### src/rtl/source2.sv
`default_nettype none
// ============================================================================
//  Module   : source2
//  Purpose  : Transmitter end of a two-phase (transition-signalled) req/ack
//             channel.  Generates an incrementing sequence of data words and
//             offers each one by toggling req, holding data stable until the
//             receiver answers with an ack transition.  Supports a word count
//             limit, inter-word gap cycles, a sticky handshake timeout flag
//             and a sticky protocol error flag.
//  Ports    : clk          - clock, all state on rising edge
//             reset        - asynchronous active-low reset
//             enable       - permits starting new words
//             ack          - two-phase acknowledge from the receiver
//             req          - two-phase request, each transition offers a word
//             data         - word currently offered
//             sent_count   - number of words acknowledged (wraps at 2^16)
//             done         - high once COUNT words have been acknowledged
//             timeout_err  - sticky, a handshake exceeded TIMEOUT cycles
//             protocol_err - sticky, ack transition with nothing outstanding
//  Revision : 1.0 - initial release
// ============================================================================
module source2 #(
    parameter int ID      = 0,
    parameter int SIZE    = 8,
    parameter int COUNT   = 16,
    parameter int START   = 0,
    parameter int GAP     = 0,
    parameter int TIMEOUT = 255
) (
    input  logic            clk,
    input  logic            reset,
    input  logic            enable,
    input  logic            ack,
    output logic            req,
    output logic [SIZE-1:0] data,
    output logic [15:0]     sent_count,
    output logic            done,
    output logic            timeout_err,
    output logic            protocol_err
);

    localparam int GW = (GAP > 1) ? $clog2(GAP + 1) : 1;
    localparam int TW = (TIMEOUT > 1) ? $clog2(TIMEOUT + 1) : 1;

    localparam logic [15:0]     C_COUNT   = 16'(COUNT);
    localparam logic [SIZE-1:0] C_START   = SIZE'(START);
    localparam logic [GW-1:0]   C_GAP     = GW'(GAP);
    localparam logic [TW-1:0]   C_TIMEOUT = TW'(TIMEOUT);

    localparam logic [1:0] S_IDLE = 2'd0;
    localparam logic [1:0] S_GAP  = 2'd1;
    localparam logic [1:0] S_WAIT = 2'd2;
    localparam logic [1:0] S_DONE = 2'd3;

    // ID only tags log output in the original model; reject nonsense values.
    if (ID < 0 || SIZE < 1) begin : g_param_check
        $error("source2: ID must be non-negative and SIZE positive");
    end

    logic [1:0]    r_state;
    logic [1:0]    w_state_next;
    logic          r_ack_old;
    logic [GW-1:0] r_gap_cnt;
    logic [TW-1:0] r_tmo_cnt;

    logic w_ack_evt;
    logic w_accept;
    logic w_last;
    logic w_launch;
    logic w_toggle;
    logic w_load_gap;
    logic w_proto;

    assign w_ack_evt = ack ^ r_ack_old;
    // Word that is being acknowledged now is the final one of the run.
    assign w_last    = (COUNT != 0) && ((sent_count + 16'd1) == C_COUNT);

    // ------------------------------------------------------------------
    // State register
    // ------------------------------------------------------------------
    always_ff @(posedge clk or negedge reset) begin
        if (!reset) begin
            r_state <= S_IDLE;
        end else begin
            r_state <= w_state_next;
        end
    end

    // ------------------------------------------------------------------
    // Next-state logic
    // ------------------------------------------------------------------
    always_comb begin
        w_state_next = r_state;
        case (r_state)
            S_IDLE: begin
                if (enable) begin
                    w_state_next = (GAP == 0) ? S_WAIT : S_GAP;
                end
            end
            S_GAP: begin
                if (r_gap_cnt == GW'(1)) begin
                    w_state_next = S_WAIT;
                end
            end
            S_WAIT: begin
                if (w_ack_evt) begin
                    if (w_last) begin
                        w_state_next = S_DONE;
                    end else if (enable) begin
                        w_state_next = (GAP == 0) ? S_WAIT : S_GAP;
                    end else begin
                        w_state_next = S_IDLE;
                    end
                end
            end
            default: w_state_next = S_DONE;
        endcase
    end

    // ------------------------------------------------------------------
    // Control strobes
    // ------------------------------------------------------------------
    always_comb begin
        w_accept   = 1'b0;
        w_launch   = 1'b0;
        w_toggle   = 1'b0;
        w_load_gap = 1'b0;
        w_proto    = 1'b0;
        case (r_state)
            S_IDLE: begin
                w_launch = enable;
                w_proto  = w_ack_evt;
            end
            S_GAP: begin
                w_toggle = (r_gap_cnt == GW'(1));
                w_proto  = w_ack_evt;
            end
            S_WAIT: begin
                w_accept = w_ack_evt;
                // Accepting a word behaves like IDLE on the same edge.
                w_launch = w_ack_evt && !w_last && enable;
            end
            default: begin
                w_proto = w_ack_evt;
            end
        endcase
        if (w_launch) begin
            if (GAP == 0) begin
                w_toggle = 1'b1;
            end else begin
                w_load_gap = 1'b1;
            end
        end
    end

    // ------------------------------------------------------------------
    // Datapath and status registers
    // ------------------------------------------------------------------
    always_ff @(posedge clk or negedge reset) begin
        if (!reset) begin
            req          <= 1'b0;
            r_ack_old    <= 1'b0;
            data         <= C_START;
            sent_count   <= 16'd0;
            done         <= 1'b0;
            timeout_err  <= 1'b0;
            protocol_err <= 1'b0;
            r_gap_cnt    <= '0;
            r_tmo_cnt    <= '0;
        end else begin
            r_ack_old <= ack;

            if (w_toggle) begin
                req <= ~req;
            end

            if (w_accept) begin
                sent_count <= sent_count + 16'd1;
                data       <= data + SIZE'(1);
                if (w_last) begin
                    done <= 1'b1;
                end
            end

            if (w_load_gap) begin
                r_gap_cnt <= C_GAP;
            end else if (r_state == S_GAP) begin
                r_gap_cnt <= r_gap_cnt - GW'(1);
            end

            // Counter restarts with every new request and saturates at
            // TIMEOUT; the flag is raised on the edge the count lands there.
            if (w_toggle) begin
                r_tmo_cnt <= '0;
            end else if ((r_state == S_WAIT) && !w_ack_evt && (TIMEOUT != 0)
                         && (r_tmo_cnt != C_TIMEOUT)) begin
                r_tmo_cnt <= r_tmo_cnt + TW'(1);
                if ((r_tmo_cnt + TW'(1)) == C_TIMEOUT) begin
                    timeout_err <= 1'b1;
                end
            end

            if (w_proto) begin
                protocol_err <= 1'b1;
            end
        end
    end

endmodule
`default_nettype wire
### config.mk
export PLATFORM = sky130hd
export DESIGN_NAME = source2
export DESIGN_NICKNAME = d
export VERILOG_FILES = /design/src/rtl/source2.sv
export SDC_FILE = /design/constraint.sdc
export NUM_CORES = 1
export LEC_CHECK = 0
export BUFFER_PORTS_ARGS = -buffer_cell sky130_fd_sc_hd__buf_4
export CORE_ASPECT_RATIO = 0.8
export CORE_MARGIN = 1
export CORE_UTILIZATION = 55
export DETAILED_ROUTE_END_ITERATION = 8
export PLACE_DENSITY = 0.74
export SLEW_MARGIN = 20
export SYNTH_ARGS = -nofsm -noshare
export SYNTH_HDL_FRONTEND = slang
export SYNTH_SLANG_ARGS = --single-unit
### constraint.sdc
create_clock -name clk -period 4.57 [get_ports clk]
set_clock_uncertainty 0.2 [all_clocks]
set_input_delay 0 -clock clk [delete_from_list [all_inputs] [get_ports clk]]
set_output_delay 0 -clock clk [all_outputs]
set_load 0.005 [all_outputs]
-- Yosys cells after proc, flatten, opt, wreduce, memory -nomap -nowiden
Cells that the tools add are included.
W data, S select, Z words.
- flip-flop bits (word level): 40
- bits of input ports: 4
- output and inout bits: 28
- add/subtract/negate cells: 4
- equality and inequality tests: 8
- muxes and demuxes: 13
- bitwise operators: 3
- reductions and logical operators: 11
- operators with widths (cell ; number):
    $add A16 B1 Y16 const B ; 1
    $add A8 B1 Y8 const B ; 2
    $eq A16 B5 Y1 const B ; 1
    $mux W8 ; 2
    $mux W2 ; 5
    $eq A8 B8 Y1 const B ; 1
    $ne A8 B8 Y1 const B ; 1
    $ne A2 B2 Y1 const B ; 3
    $pmux W2 S3 ; 1
    $reduce_and A3 Y1 ; 2
    $logic_and A1 B1 Y1 ; 4
    $mux W1 ; 4
    $eq A2 B1 Y1 const B ; 1
    $eq A2 B2 Y1 const B ; 1
    $logic_not A1 Y1 ; 2
    $logic_not A2 Y1 ; 1
    $not A1 Y1 ; 2
    $pmux W1 S2 ; 1
    $reduce_and A2 Y1 ; 1
    $reduce_bool A2 Y1 ; 1
    $sub A1 B1 Y1 const B ; 1
    $xor A1 B1 Y1 ; 1

-- Logic depth before layout (Yosys ltp)
- word-level depth: 9
- mapped depth: 8

-- Least setup slack after synthesis
OpenSTA, ideal clock, no wires.
- path type: reg-to-reg
- start: reg sent_count[0]
- end: reg r_tmo_cnt[3]
- setup time: 0.104 ns
- data arrival time: 1.896 ns
- required time: 4.266 ns
- path slack: 2.371 ns
- cell stages (with the launch flop): 8
- path buffers: 0
- cells stage by stage: dfrtp_1 ha_1 and4_4 a2bb2oi_1 nand4_1 a211oi_4 a21oi_4 o41ai_2
- word-level cells in the longest chain between the ends: 8
- elaborated cells between the ends (all ways): 9
- RTL lines (what ; RTL line ; text):
    start: declaration ; 36 ; output logic [15:0] sent_count,
    start signal: assignment ; 178 ; sent_count <= sent_count + 16'd1;
    $add A16 B1 Y16 * ; 76 ; assign w_last = (COUNT != 0) && ((sent_count + 16'd1) == C_COUNT);
    $eq A16 B5 Y1 * ; 76 ;
    $logic_not A1 Y1 * ; 141 ; w_launch = w_ack_evt && !w_last && enable;
    $logic_and A1 B1 Y1 * (2 in a row) ; 141 ;
    $pmux W1 S2 * ; 129 ; case (r_state)
    $mux W1 * ; 147 ; if (w_launch) begin
    $mux W8 or $reduce_bool A2 Y1 (tied branches) ; n/a ;
    end signal: assignment ; 197 ; r_tmo_cnt <= r_tmo_cnt + TW'(1);
    end: declaration ; 64 ; logic [TW-1:0] r_tmo_cnt;
Every way passes the cells marked *; elsewhere a longest branch is shown, timed or not.
A chain may end at the register's enable or synchronous reset.

-- Final worst setup path
Same ends and word-level chain as after synthesis.

==> metrics.csv <==
metric,value,unit
cts_tree,done,
final_nets,276,
h-tree-depth,2,
synth_ff_type,dfrtp_1,
fmax,413.6,MHz
wirelength,4627,um
rsz0062_at_grt,no,
cts_sinks,40,
cts_resized,0,
io_buffers,31,
grt_pass1_wl,7817,um
clockRootBuffer,clkbuf_8,
ctsHoldBuffers,3,
grt_use_met2,0.3364,
cts_buffer_depth,2,
fin_tns_setup,0,ns
syn_area,2275,sq um
tightest_slew,0.8919,ns
final_common_cell,dfrtp_1,
drtPass1Iterations,4,
yosysUniqueCellTypes,48,
fill_cells,323,
fin_crit,2.418,ns
syn-num-nets,241,
critical_path_class,flip-flop to flip-flop,
power_leakage,1.160,nW
path_max_fanout,7,
syn-instance-count,232,
period_share,0.5291,
yosys.area.top_type,dfrtp_1,
syn_to_final_growth,15.90,%
drive_above_1_share,0.1948,
post_drt_wl_per_cell,14.37,um
timing.hold.worst.class,input port to async pin,
grt_max_degree,41,
busiest_layer,met1,
top_level_ports,32,
worst_ep_arrival_time,2.41,ns
cp-start-kind,flip-flop,
drt_iter0_drc,137,
die_w,73.90,um
avgSynthCellArea,9.805,sq um
clk_latency,0.29,ns
yosys-top-cells-area,"dfrtp_1, xnor2_1, nand2_1",
setup_violations,0,
dr_total_vias,1825,
num_rows,20,
hold_viol_final,0,
cts_setup_buffers,0,
synthDominantCellAreaShare,0.4400,
final_cell_mix,"dfrtp_1, buf_4, nand2_1",
place_congestion,0.8579,
chipHeight,59.52,um
synthArstFlopShare,1.000,
status,"finished, final reports clean",
clk_pin_slew_worst_paths,0.08,ns
placed_area,2529,sq um
ant_nets,0,
yosysSeqAreaShare,0.4400,
cap_violations,0,
dieArea,4399,sq um
drt-vias-per-instance,5.668,
grt_antenna_before_repair,0,
cp-end-kind,flip-flop,
ys_ff_latch,40,
grt_use_met3,0.06633,
grtUsageTotal,0.2403,
coreArea,3879,sq um
dpl.hpwl,3316,um
cts_made_buffers,5,
r2r_cells,7,
overflow,0,
drc,0,
use_met1,0.3578,
synth-edff-count,0,
ir_worst_vdd,0.0003595,V
first_global_vias,1666,
powerDensity,411.2,nW/um^2
final_area,2636,sq um
start_util,0.5865,
yosys_warnings,0,
slew_headroom,0.4032,
antenna_cells,0,
finalMaxSlewViolations,0,
required,4.56,ns
## sequential cells by signal, summed over array words and instances, names as in the netlist
name	count
r_gap_cnt	1
r_ack_old	1
sent_count	16
req	1
data	8
timeout_err	1
r_tmo_cnt	8
done	1
protocol_err	1
r_state	2
## synthesized netlist by cell type, drive strengths merged (3+ instances only)
library cell / instances
dfrtp: 40
nand2: 27
xnor2: 21
nor2: 16
nand3: 12
nand4: 12
and3: 9
xor2: 8
a21oi: 7
o21ai: 6
a31oi: 5
and2: 5
buf: 5
ha: 5
inv: 4
nand2b: 4
o31ai: 4
or2: 4
or3: 4
and4: 3
nor3: 3
o211ai: 3
## routing by layer
| layer | part of all wire | vias to the layer above | wire length, um |
|---|---|---|---|
| li1 | - | 906 | - |
| met1 | 0.51 | 864 | 2349 |
| met2 | 0.43 | 51 | 1983 |
| met3 | 0.052 | 4 | 240 |
| met4 | 0.011 | 0 | 53 |
| met5 | 0 | - | 0 |
## stage by stage
step | hold WS [ns] | instances | power (mW) | util | worst slack, ns
after floorplan | -0.4956 | 232 | 0.7211 | - | 2.371
after global placement | -0.1960 | 312 | 0.8646 | 0.6519 | 2.272
after detailed placement | -0.1987 | 312 | 0.8700 | 0.6519 | 2.202
after CTS | 0.03129 | 322 | 1.093 | 0.6797 | 2.166
after global routing | 0.06291 | 322 | 1.158 | 0.6797 | 2.005
final | 0.01838 | 322 | 1.084 | 0.6797 | 2.152
## area by class of cell
type	instances	area, sq um	area share
clock buffer	6	72.57	0.02753
multi-input combinational	182	1211	0.4594
tap	55	68.82	0.02610
inverter	4	15.01	0.005695
sequential	40	1001	0.3797
clock inverter	1	5.005	0.001898
timing repair buffer	34	262.8	0.09967
## where the power goes
part           total, mW  switching [mW]  internal [mW]
Combinational      0.332           0.152          0.180
Sequential         0.534           0.107          0.427
Clock              0.219           0.115          0.104
## final timing paths
check | start | endpoint | slack, ns
worst min-delay path | reset | r_tmo_cnt[4]$_DFFE_PN0P_ | 0.02
worst max-delay path | sent_count[0]$_DFFE_PN0P_ | r_tmo_cnt[3]$_DFFE_PN0P_ | 2.15
worst min register to register | timeout_err$_DFFE_PN0P_ | timeout_err$_DFFE_PN0P_ | 0.26
max in group asynchronous | reset | data[3]$_DFFE_PN0P_ | 3.81
worst max register to register | sent_count[0]$_DFFE_PN0P_ | r_tmo_cnt[3]$_DFFE_PN0P_ | 2.15
min in group clk | ack | r_ack_old$_DFF_PN0_ | 0.19
## logic make-up after synthesis
family,after synthesis,share of synthesized area
simple gates,105,0.2431
xor+xnor,29,0.1117
fa+ha+maj,5,0.02750
flops,40,0.4400
mux,2,0.009351
compound gates,41,0.1408
buf+inv,10,0.02750
## worst max-delay path, stage by stage (launching register included)
cell and delay, ns:
dfrtp_1 0.49, ha_1 0.30, and4_4 0.28, a2bb2oi_1 0.17
nand4_1 0.16, a211oi_4 0.32, a21oi_4 0.13, o41ai_2 0.27
No activity file was read; power rests on OpenSTA's default activity.
